--- src/rtl/mux_nx1_barrido.sv ---
// N-channel, W-bit registered multiplexer with manual index selection or prescaled round-robin scan.
// Optional macro MUX_BLANKING_EN inserts one blank (all-zero) output cycle on every channel change.
module mux_nx1_barrido #(
    parameter int N   = 4,
    parameter int W   = 4,
    parameter int DIV = 50000,
    localparam int SELW = ($clog2(N) > 1) ? $clog2(N) : 1
) (
    input  logic              clk,
    input  logic              reset,
    input  logic              modo,
    input  logic              habilitar,
    input  logic [SELW-1:0]   sel_manual,
    input  logic [N*W-1:0]    datos,
    output logic [W-1:0]      y,
    output logic [SELW-1:0]   canal,
    output logic              cambio
);

    localparam int              PW         = (DIV > 1) ? $clog2(DIV) : 1;
    localparam logic [PW-1:0]   PRESC_LAST = PW'(DIV - 1);
    localparam logic [SELW-1:0] LAST_CH    = SELW'(N - 1);
    localparam logic [SELW:0]   N_LIMIT    = (SELW + 1)'(N);

    logic [PW-1:0]   presc_q, presc_d;
    logic [SELW-1:0] canal_q, canal_d;
    logic [W-1:0]    y_q, y_d;
    logic            cambio_q, cambio_d;
    logic            tick;
    logic            selValida;

    logic [W-1:0]    chan [N];

    for (genvar k = 0; k < N; k++) begin : g_chan
        assign chan[k] = datos[k*W +: W];
    end

    assign selValida = ({1'b0, sel_manual} < N_LIMIT);

    // Prescaler and channel index only move while enabled; manual mode keeps the prescaler cleared
    // so a later switch to scan waits a full DIV period before the first advance.
    always_comb begin
        presc_d = presc_q;
        canal_d = canal_q;
        tick    = 1'b0;
        if (habilitar) begin
            if (modo) begin
                if (presc_q == PRESC_LAST) begin
                    presc_d = '0;
                    tick    = 1'b1;
                end else begin
                    presc_d = presc_q + 1'b1;
                end
                if (tick) begin
                    canal_d = (canal_q == LAST_CH) ? '0 : canal_q + 1'b1;
                end
            end else begin
                presc_d = '0;
                if (selValida) begin
                    canal_d = sel_manual;
                end
            end
        end
    end

    // y follows the channel that canal will hold after this edge, so data and index stay aligned.
    always_comb begin
        cambio_d = (canal_d != canal_q);
`ifdef MUX_BLANKING_EN
        if (cambio_d) begin
            y_d = '0;
        end else begin
            y_d = chan[canal_d];
        end
`else
        y_d = chan[canal_d];
`endif
    end

    always_ff @(posedge clk or posedge reset) begin
        if (reset) begin
            presc_q  <= '0;
            canal_q  <= '0;
            y_q      <= '0;
            cambio_q <= 1'b0;
        end else begin
            presc_q  <= presc_d;
            canal_q  <= canal_d;
            y_q      <= y_d;
            cambio_q <= cambio_d;
        end
    end

    assign y      = y_q;
    assign canal  = canal_q;
    assign cambio = cambio_q;

endmodule
--- config.mk ---
export PLATFORM = sky130hd
export DESIGN_NAME = mux_nx1_barrido
export DESIGN_NICKNAME = d
export VERILOG_FILES = /design/src/rtl/mux_nx1_barrido.sv
export SDC_FILE = /design/constraint.sdc
export NUM_CORES = 1
export LEC_CHECK = 0
export CORE_AREA = 4 4 76 50
export CTS_BUF_LIST = sky130_fd_sc_hd__clkbuf_8
export DETAILED_ROUTE_END_ITERATION = 10
export DIE_AREA = 0 0 80 54
export GPL_TIMING_DRIVEN = 0
export PLACE_DENSITY_LB_ADDON = 0.1
export SLEW_MARGIN = 30
export SYNTH_ARGS = -nofsm -noshare
export SYNTH_HDL_FRONTEND = slang
export SYNTH_SLANG_ARGS = --single-unit
--- constraint.sdc ---
create_clock -name clk -period 6.3 [get_ports clk]
set_input_delay 1.26 -clock clk [delete_from_list [all_inputs] [get_ports clk]]
set_output_delay 1.26 -clock clk [all_outputs]
set_load 0.05 [all_outputs]
==> flow_metrics.tcl <==
set metrics [dict create \
    powerDensity_nw_per_um2 238.3 \
    syn_avg_cell_area_um2 10.98 \
    grt-ovfl-total 0 \
    synthAdderAreaFrac_pct 1.867 \
    r2r_cells 7 \
    rsz0062_at_grt "false" \
    drtAntennaViolNets 0 \
    areaGrowthSynthToFinish_pct 27.73 \
    wl_met3_um 99 \
    min_path_type "reg -> reg" \
    core_area_um2 3123 \
    required_ps 6430 \
    synth-simple-area-share_pct 23.06 \
    start_kind "input port" \
    synthTopCellsByArea "dfrtp_1 43%, mux4_1 7.8%, xor2_1 6.5%" \
    yosys.area.top_type "dfrtp_1" \
    die_w_um 80 \
    period_share_pct 49.32 \
    nets 178 \
    synth_compound_area_share_pct 9.617 \
    crit_arrival_ps 3240 \
    cts_resized 0 \
    end_kind "register" \
    setup_tns_ps 0 \
    drt_iter0_drc 54 \
    wl_per_cell_um 14.67 \
    synthMuxAreaShare_pct 11.30 \
    root_buffer "clkbuf_8" \
    preCtsSetupSlack_ps 2902 \
    maxSlewViolCount 0 \
    first_global_vias 1000 \
    power_w 0.0004078 \
    drv_cap 0 \
    relSlewSlack_pct 46.80 \
    chipHeight_um 54 \
    fmax_mhz 321.9 \
    highest_layer "met4" \
    numCtsBuffers 3 \
    cts.path.max_buffers 2 \
    cts_setup_buffers 0 \
    setup_violations 0 \
    power.leakage_nw 0.7898 \
    fillers 289 \
    ioPinCount 29 \
    fin_ws_ps 3193 \
    hpwl_um 2295 \
    dr_wl_met2_um 1290 \
    synth_top_family_by_area "simple AND/OR/NAND/NOR gates" \
    synth_top_area_share_pct 42.95 \
    yosysWarnings 0 \
    period_needed_ps 3107 \
    dieArea_um2 4320 \
    vias_per_cell 5.005 \
    cts_tree "built" \
    holdCritStartpoint "presc_q[4]" \
    r2r_slack_ps 3860 \
    whs_path_depth 2 \
    min_to "presc_q[4]" \
    ys_ff_latch 23 \
    diodes 0 \
    drive_above_1_share_pct 10.46 \
    grt_usage_pct 15.48 \
    start_util_pct 42.91 \
    worstSkewPairLatency_ps 260 \
    ys_types 37 \
    hold_viol 0 \
    cts_max_level 1 \
    syn_area_um2 1340 \
    critPathKind "in -> reg" \
    regToRegEndpoint "y[3]" \
    cts_hold_buf 0 \
    cts.sinks 23 \
    drcViolationCount 0 \
    fin_skew_ps 5.616 \
    grt_max_degree 24 \
    rows 16 \
    peakVddDrop_mv 0.1726 \
    syn_nets 146 \
    wl_met1_um 1507 \
    gp_congestion 0.7923 \
    routed_wl_um 2905 \
    antenna_found_initial 0 \
    status "completed" \
    synthCells 122 \
    synthXorXnorAreaFrac_pct 7.190 \
    worstMarginPinSlew_ps 793.1 \
    path_max_fanout 10 \
    grt_pass1_wl_um 4974 \
    vias 991 \
    ys_seq_area_share_pct 42.95 \
    drt_pre_antenna_iters 4 \
    path_clk_slew_ps 80 \
    reg2reg_from "presc_q[0]" \
    portBuffers 27 \
]
registers in the layout, summed over array words and instances (netlist names):
name	count
presc_q	16
y	4
canal	2
cambio	1
worst max path at each step:
stage                 to  cells past startpoint  start  slack, ps
CTS                 y[3]                      5   modo       3170
detailed placement  y[3]                      5   modo       2900
global route        y[3]                      5   modo       3080
global placement    y[3]                      5   modo       2910
finish              y[3]                      5   modo       3190
floorplan           y[0]                      4   modo       3720
cell usage after synthesis:
cell,count
nand2_1,12
clkbuf_1,3
and4bb_2,1
a2bb2oi_4,1
o311a_1,1
buf_6,1
o21ai_0,4
a21o_2,1
o22ai_2,1
nor3b_1,1
nand3_1,7
or3_1,1
a21boi_4,1
inv_1,7
nor2b_1,1
mux4_1,4
xor2_1,10
a21oi_1,1
nor2_1,10
nand4_1,5
mux2i_2,1
o22ai_1,2
and3_1,6
and4bb_1,1
ha_1,2
dfrtp_1,23
xnor2_1,1
mux2i_1,1
and4_2,1
buf_2,1
nand3b_1,1
a21o_1,2
nand4_4,1
mux2_2,2
nor3_1,2
nor3b_4,1
and4b_1,1
through the flow:
stage | utilization (%) | instance area (µm²) | hold slack [ps] | std cells
global placement | 53.37 | 1667 | 506.7 | 194
floorplan | - | 1340 | 474.9 | 122
global route | 54.81 | 1712 | 570.5 | 198
detailed placement | 53.37 | 1667 | 532.3 | 194
finish | 54.81 | 1712 | 544.0 | 198
CTS | 54.81 | 1712 | 550.4 | 198
routing by layer:
| metal | global-route usage [%] | vias up |
|---|---|---|
| li1 | - | 504 |
| met1 | 22.68 | 474 |
| met2 | 23.35 | 11 |
| met3 | 4.515 | 2 |
| met4 | 1.685 | 0 |
| met5 | 0 | - |
power breakdown:
part / total [W] / leakage (nW) / internal, W / switching [W]
Sequential: 0.000175 / 0.304 / 0.000163 / 0.0000122
Clock: 0.0000900 / 0.0269 / 0.0000435 / 0.0000464
Combinational: 0.000143 / 0.459 / 0.0000633 / 0.0000792
worst max-delay path, cell delays in order:
cell and delay (ps):
clkdlybuf4s50_1 530, clkbuf_1 360, mux2_2 390, mux2i_2 320, mux4_1 380
placed cells by master, fill, tap and decap left out, types with 2 or more instances in the layout:
| cell type | n |
|---|---|
| clkdlybuf4s50_1 | 27 |
| dfrtp_1 | 23 |
| nand2_1 | 12 |
| xor2_1 | 10 |
| nor2_1 | 10 |
| nand3_1 | 7 |
| inv_1 | 7 |
| and3_1 | 6 |
| nand4_1 | 5 |
| o21ai_0 | 4 |
| mux4_1 | 4 |
| clkbuf_1 | 3 |
| clkbuf_8 | 3 |
| nor3_1 | 2 |
| o22ai_1 | 2 |
| mux2_2 | 2 |
| a21o_1 | 2 |
| ha_1 | 2 |
cell families after synthesis:
logic type | after synthesis
AO/OA/AOI/OAI | 14
XOR/XNOR | 11
adder cells (fa/ha/maj) | 2
buffers and inverters | 12
flip-flops | 23
multiplexers | 8
AND/OR/NAND/NOR | 52
cell type report:
class	instances	area (µm²)	share of cell area, %
multi-input combinational	87	710.7	41.52
sequential	23	575.6	33.63
timing repair buffer	27	270.3	15.79
tap	45	56.30	3.289
clock buffer	3	41.29	2.412
buffer	5	27.53	1.608
inverter	7	26.28	1.535
clock inverter	1	3.754	0.2193
(Power assumes the default switching activity.)
